===== src/rtl/shift_reg_sequencer_if.sv =====
// shift_reg_sequencer_if: command handshake and status bundle for the shift register sequencer
//  master drives cmd_valid/cmd_op/cmd_load/cmd_data/cmd_amt/abort and observes cmd_ready/busy/done/err/result
//  slave is the sequencer side
interface shift_reg_sequencer_if #(
  parameter int N  = 4,
  parameter int AW = $clog2(N) + 1
);
  logic          cmd_valid;
  logic          cmd_ready;
  logic [2:0]    cmd_op;
  logic          cmd_load;
  logic [N-1:0]  cmd_data;
  logic [AW-1:0] cmd_amt;
  logic          abort;
  logic          busy;
  logic          done;
  logic          err;
  logic [N-1:0]  result;
  modport master (
    output cmd_valid, cmd_op, cmd_load, cmd_data, cmd_amt, abort,
    input  cmd_ready, busy, done, err, result
  );
  modport slave (
    input  cmd_valid, cmd_op, cmd_load, cmd_data, cmd_amt, abort,
    output cmd_ready, busy, done, err, result
  );
endinterface


===== src/rtl/shift_reg_sequencer.sv =====
// shift_reg_sequencer: sequences a 4-mode universal shift register through load + multi-bit shifts/rotates
//  CLK/Clear: clock and async active-low reset (shared with the register)
//  cmd: command handshake, abort and done/err/result status
//  sr_s/sr_value/sr_msb/sr_lsb: register mode, parallel input and serial-in bits; sr_q: register output
module shift_reg_sequencer #(
  parameter int N  = 4,
  parameter int AW = $clog2(N) + 1
) (
  input  logic                   CLK,
  input  logic                   Clear,
  shift_reg_sequencer_if.slave   cmd,
  output logic [1:0]             sr_s,
  output logic [N-1:0]           sr_value,
  output logic                   sr_msb,
  output logic                   sr_lsb,
  input  logic [N-1:0]           sr_q
);
  localparam logic [2:0] OP_NOP  = 3'd0;
  localparam logic [2:0] OP_SHL  = 3'd1;
  localparam logic [2:0] OP_ASR  = 3'd3;
  localparam logic [2:0] OP_ROTL = 3'd4;
  localparam logic [2:0] OP_ROTR = 3'd5;
  typedef enum logic [1:0] {IDLE, LOAD, SHIFT, DONE} state_t;
  state_t        state, state_n;
  logic [AW-1:0] count, count_n, amt_q;
  logic [2:0]    op_q;
  logic [N-1:0]  data_q;
  logic          err_q;
  logic          accept, illegal, go_shift, shift_left;
  assign accept     = state == IDLE && cmd.cmd_valid;
  assign illegal    = cmd.cmd_op[2:1] == 2'b11;
  assign go_shift   = amt_q != '0 && op_q != OP_NOP;
  assign shift_left = op_q == OP_SHL || op_q == OP_ROTL;
  assign cmd.cmd_ready = state == IDLE;
  assign cmd.busy      = state != IDLE;
  assign cmd.done      = state == DONE;
  assign cmd.err       = state == DONE && err_q;
  assign cmd.result    = sr_q;
  always_ff @(posedge CLK or negedge Clear) begin
    if (!Clear) begin
      state  <= IDLE;
      count  <= '0;
      op_q   <= '0;
      data_q <= '0;
      amt_q  <= '0;
      err_q  <= 1'b0;
    end else begin
      state <= state_n;
      count <= count_n;
      if (accept) begin
        op_q   <= cmd.cmd_op;
        data_q <= cmd.cmd_data;
        amt_q  <= cmd.cmd_amt;
        err_q  <= illegal;
      end
    end
  end
  always_comb begin
    state_n  = state;
    count_n  = count;
    sr_s     = 2'b00;
    sr_value = '0;
    sr_msb   = 1'b0;
    sr_lsb   = 1'b0;
    case (state)
      IDLE: begin
        count_n = cmd.cmd_amt;
        // an illegal op skips both load and shift, even when cmd_load is set
        if (cmd.cmd_valid)
          state_n = illegal ? DONE : cmd.cmd_load ? LOAD :
                    (cmd.cmd_amt == '0 || cmd.cmd_op == OP_NOP) ? DONE : SHIFT;
      end
      LOAD: begin
        sr_value = data_q;
        sr_s     = cmd.abort ? 2'b00 : 2'b11;
        count_n  = amt_q;
        state_n  = cmd.abort ? IDLE : go_shift ? SHIFT : DONE;
      end
      SHIFT: begin
        // serial-in bits follow the live register output so rotates and sign-fill track each step
        sr_s    = cmd.abort ? 2'b00 : shift_left ? 2'b10 : 2'b01;
        sr_msb  = op_q == OP_ASR ? sr_q[N-1] : op_q == OP_ROTR ? sr_q[0] : 1'b0;
        sr_lsb  = op_q == OP_ROTL ? sr_q[N-1] : 1'b0;
        count_n = count - AW'(1);
        state_n = cmd.abort ? IDLE : count == AW'(1) ? DONE : SHIFT;
      end
      DONE: state_n = IDLE;
      default: state_n = IDLE;
    endcase
  end
endmodule


===== src/flat_wrapper.sv =====
// flat-port wrapper written by rule: the top's interface ports become plain ports
module shift_reg_sequencer_flat 
#(
  parameter int N  = 4,
  parameter int AW = $clog2(N) + 1
)
  (CLK, Clear, sr_s, sr_value, sr_msb, sr_lsb, sr_q, cmd_cmd_valid, cmd_cmd_op, cmd_cmd_load, cmd_cmd_data, cmd_cmd_amt, cmd_abort, cmd_cmd_ready, cmd_busy, cmd_done, cmd_err, cmd_result);
  shift_reg_sequencer_if #(.N(N), .AW(AW)) cmd_i ();
  input  logic CLK;
  input  logic Clear;
  output logic [1:0] sr_s;
  output logic [N-1:0] sr_value;
  output logic sr_msb;
  output logic sr_lsb;
  input  logic [N-1:0] sr_q;
  input wire logic [$bits(cmd_i.cmd_valid)-1:0] cmd_cmd_valid;
  input wire logic [$bits(cmd_i.cmd_op)-1:0] cmd_cmd_op;
  input wire logic [$bits(cmd_i.cmd_load)-1:0] cmd_cmd_load;
  input wire logic [$bits(cmd_i.cmd_data)-1:0] cmd_cmd_data;
  input wire logic [$bits(cmd_i.cmd_amt)-1:0] cmd_cmd_amt;
  input wire logic [$bits(cmd_i.abort)-1:0] cmd_abort;
  output wire logic [$bits(cmd_i.cmd_ready)-1:0] cmd_cmd_ready;
  output wire logic [$bits(cmd_i.busy)-1:0] cmd_busy;
  output wire logic [$bits(cmd_i.done)-1:0] cmd_done;
  output wire logic [$bits(cmd_i.err)-1:0] cmd_err;
  output wire logic [$bits(cmd_i.result)-1:0] cmd_result;
  assign cmd_i.cmd_valid = cmd_cmd_valid;
  assign cmd_i.cmd_op = cmd_cmd_op;
  assign cmd_i.cmd_load = cmd_cmd_load;
  assign cmd_i.cmd_data = cmd_cmd_data;
  assign cmd_i.cmd_amt = cmd_cmd_amt;
  assign cmd_i.abort = cmd_abort;
  assign cmd_cmd_ready = cmd_i.cmd_ready;
  assign cmd_busy = cmd_i.busy;
  assign cmd_done = cmd_i.done;
  assign cmd_err = cmd_i.err;
  assign cmd_result = cmd_i.result;
  shift_reg_sequencer #(.N(N), .AW(AW)) u_core (.CLK(CLK), .Clear(Clear), .cmd(cmd_i), .sr_s(sr_s), .sr_value(sr_value), .sr_msb(sr_msb), .sr_lsb(sr_lsb), .sr_q(sr_q));
endmodule

===== config.mk =====
export PLATFORM = sky130hd
export DESIGN_NAME = shift_reg_sequencer_flat
export DESIGN_NICKNAME = d
export VERILOG_FILES = /design/src/rtl/shift_reg_sequencer_if.sv /design/src/rtl/shift_reg_sequencer.sv /design/src/flat_wrapper.sv
export SDC_FILE = /design/constraint.sdc
export NUM_CORES = 1
export LEC_CHECK = 0
export CAP_MARGIN = 25
export CORE_MARGIN = 1
export CORE_UTILIZATION = 35
export CTS_BUF_LIST = sky130_fd_sc_hd__clkbuf_2
export CTS_CLUSTER_SIZE = 16
export DETAILED_ROUTE_END_ITERATION = 10
export SLEW_MARGIN = 40
export SYNTH_ARGS = -nofsm -noshare
export SYNTH_HDL_FRONTEND = slang
export SYNTH_SLANG_ARGS = --single-unit

===== constraint.sdc =====
create_clock -name CLK -period 1.9 [get_ports CLK]
set_clock_uncertainty 0.1 [all_clocks]
set_input_delay 0.38 -clock CLK [delete_from_list [all_inputs] [get_ports CLK]]
set_output_delay 0.38 -clock CLK [all_outputs]
set_load 0.005 [all_outputs]

Word level (Yosys, flattened, before mapping). Index checks and enable logic that the tools add are counted.

ROM bits: 0. Memory bits (writable): 0. Register bits: 16. Input port bits: 19. Output and inout bits: 16. Bits in latches: 0. Word-level logic and storage cells: 49. Memories kept: 0.

Reductions and logical operators: 12. Shifts and indexed selects: 0. Bitwise gates (word level): 0. Muxes and demuxes: 20. Add/subtract/negate cells: 1. Div/mod/pow operators: 0. Order comparisons: 0. Equal/unequal tests: 10. Multipliers: 0.

Operators with widths (number): $mux 2 (8); $pmux 3 s3 (1); $reduce_bool 3->1 (3); $mux 1 (8); $pmux 2 s4 (1); $eq 2x2->1 const B (3); $eq 3x1->1 const B (2); $eq 3x3->1 const B (2); $logic_not 3->1 (2); $mux 4 (1); $pmux 2 s2 (1); $eq 3x2->1 const B (1); $logic_and 1x1->1 (3); $sub 3x1->3 const B (1); $eq 2x1->1 const B (1); $logic_not 2->1 (1); $logic_or 1x1->1 (2); $ne 2x2->1 const B (1); $reduce_bool 2->1 (1).

Depth between registers and ports, before layout.
Depth after elaboration: 7. Depth in mapped cells: 7.

Worst setup path before layout. No wires, ideal clock.

Kind: reg2out. Start point: reg u_core.state[0]. End point: out sr_lsb. Required time: 1.420 ns. Buffers on the path: 1. Stages on the path, launching flop included: 6. Arrival time: 1.106 ns. Path slack: 0.314 ns. Cell sequence: dfrtp_1 > inv_1 > ha_1 > buf_2 > nand2_1 > nor4b_1.

Longest elaborated chain between the ends: 2.

RTL lines: start, declared (line shift_reg_sequencer.sv:24) `state_t state, state_n;`; start signal, assigned (line shift_reg_sequencer.sv:48) `state <= state_n;`; $eq 2x2->1 (line shift_reg_sequencer.sv:65) `case (state)`; $mux 1 (line shift_reg_sequencer.sv:65); end, declared (line flat_wrapper.sv:14) `output logic sr_lsb;`.

Every way passes these cells.

Worst setup path in the final report.
Start point: reg u_core.state[1]. End point: out sr_lsb.

Same word-level chain as after synthesis.

==> metrics <==
Non-Filler Instances 178; Switching Fraction 38.21%; crit-path max FO 5; wire per inst 13.88 um; Final HPWL DP 1756 um; cell row count 19; CTS sink cnt 16; post-DR vias/cell 4.910; share of power burned in the clock network 7.3%; Layout area overhead 49.45%; minimum clock period 1.918 ns; post-synth design cell area approximately 1000 um^2; max-slew violation count 0; core area roughly 2800 um^2; post-synthesis register bit count 16; LEAKAGE 0.7139 nW; # DRC 0; Setup crit start kind flip-flop; # H-tree levels 1; power share of the combinational group 63.5%; 1st-pass router iterations 4; WL final 2470 um; Internal Pwr Total 0.001393 W; M3 GR Usage 3.256%; initial antenna violation count 0; PortBufs 30; Max VDD drop a little under 800 uV; max cap viols 0; Seq/Total Area, Yosys around two fifths; Iter 0 DRT Violations 6; FMAX 0.5214 GHz; post-synthesis async set-or-reset flop share 100.0%; Setup-failing EPs final 2; Worst-Margin Slew around 0.36 ns; Hold WS between 0.2 and 0.3 ns; met1 usage 18.69%; fin util 55.26%; Antenna Nets Post-Route 0; Final Hold Viols 0; die area about 3100 um^2; CP Data Arrival Time 1.44 ns; gr busiest metal met2; Clock Path Buffers 2; P per Cell Area 1480 nW/um^2; chip width around 56 um; vias in the first global route 942; prevailing post-synth register cell dfrtp_1; Initial Utilization 36.98%; met2 GRT Util 32.48%; CTS root buf clkbuf_2; first-pass GRT wire length 4188 um; Vias 874; DIE HEIGHT roughly 56 um; outcome finished with violations; later-pin clock latency in the skew report 0.31 ns; setup slack after layout -0.01800 ns; Reg power frac 29.2%; Critical Path End Type output port; Placed Cells incl. Taps about 170; Tightest Hold Check Type in2async; syn_nets 125; period utilization 100.9%; CP Class reg2out; GPL Wtd Cong 0.8534; Critical Path RT 1.42 ns; CTS tree yes; final instance area 1524 um^2; Num CTS Buffers 3; GRT overflow 0; Slew HR 76.00%; Clock Pin Slew Worst Setup and Hold Paths 0.17 ns; syn_area_per_cell a little over 10 um^2; placed cell area around 1400 um^2; EDFF count, synth 0; failing checks setup timing; synth unique cells 31; GR Util All Layers 17.79%; cell count after synthesis 99; Nets 174; ANT cells 0; Ys Warns 0; switching pwr 0.0008617 W; # hold bufs at CTS 0; IO Pins 35; RSZ-0062 raised after global routing yes; layout cells sized above 1 41.50%; largest net degree at the start of global routing 17
-- sequential cells by signal, indices dropped and copies added, names as in the netlist --
signal         count
u_core.data_q      4
u_core.amt_q       3
u_core.count       3
u_core.op_q        3
u_core.state       2
u_core.err_q       1
-- metrics by stage --
step	setup TNS, ns	setup WS (ns)	power [W]
floorplan	0	0.3139	0.001366
global placement	-0.9952	-0.2744	0.001816
detailed placement	-1.095	-0.3563	0.001851
CTS	-0.03110	-0.02847	0.002242
global route	-0.3205	-0.1123	0.002446
finish	-0.03194	-0.01800	0.002255
-- critical path, cell delays in order, from the launching register on --
cell and delay, ns:
dfrtp_1 0.42, buf_6 0.13, ha_4 0.17, nand2_2 0.06
nor4b_2 0.21, buf_2 0.15
-- area by class of cell --
type,count,area [um^2]
multi-input combinational,70,616.8
clock inverter,1,3.754
tap,31,38.79
sequential,16,402.9
fill,273,1234
inverter,6,22.52
clock buffer,3,15.01
timing repair buffer,51,424.2
-- layout by cell type (no fill, tap or decap), types with 4 or more instances in the layout --
cell type	netlist	layout
buf_4	5	16
mux2_4	8	8
nor2_1	7	7
clkdlybuf4s50_1	0	17
buf_6	1	5
nand2_1	9	8
dfrtp_1	16	14
and2_1	5	5
buf_2	1	4
ha_4	0	4
clkbuf_2	0	9
nor3_1	4	4
-- repair_timing --
item | CTS | global route
buffers inserted | 8 | 0
pin swaps | 5 | 3
endpoints found under the setup margin | 12 | 11
gates resized for setup | 50 | 11
-- Yosys cell counts, types with 3 or more instances --
master,number,area share (%)
nand2_1,9,3.3
and2_1,5,3.1
o21ai_0,4,2.0
buf_4,5,3.7
nor2_1,7,2.6
mux2_4,8,12
inv_1,5,1.8
nor3_1,4,2.0
ha_1,7,8.6
dfrtp_1,16,39
a21oi_1,3,1.5
-- logic make-up after synthesis --
| logic type | after synthesis | share of synthesized area, % |
|---|---|---|
| AND/OR/NAND/NOR | 35 | 18.65 |
| AO/OA/AOI/OAI | 16 | 10.31 |
| flip-flops | 16 | 39.26 |
| buffers and inverters | 13 | 7.484 |
| multiplexers | 10 | 13.99 |
| adder cells (fa/ha/maj) | 7 | 8.589 |
| XOR/XNOR | 2 | 1.718 |
-- power groups by stage --
stage | combinational (W) | clock (W) | sequential (W)
6_report | 0.00143 | 0.000165 | 0.000658
4_1_cts | 0.00141 | 0.000173 | 0.000658
3_3_place_gp | 0.00116 | 0 | 0.000660
5_1_grt | 0.00158 | 0.000186 | 0.000683
3_5_place_dp | 0.00118 | 0 | 0.000668
2_1_floorplan | 0.000720 | 0 | 0.000646
-- routing by layer --
layer  up-vias  share of wire, %  wire (um)
met5         -                 0          0
met4         0               3.0         75
met3         6               4.5        110
met2        27                53       1307
met1       405                40        977
li1        436                 -          -
-- worst paths after layout --
check                                     start              end  slack, ns  cells past startpoint
worst max-delay path            u_core.state[1]           sr_lsb      -0.02                      5
worst min-delay path                      Clear  u_core.state[1]       0.26                      2
worst max register to register  u_core.state[1]  u_core.state[0]       0.24                      8
worst min register to register     u_core.err_q     u_core.err_q       0.40                      2
max in group asynchronous                 Clear   u_core.op_q[1]       1.24                      2
min in group CLK                   u_core.err_q     u_core.err_q       0.40                      2
(Power assumes the default switching activity.)
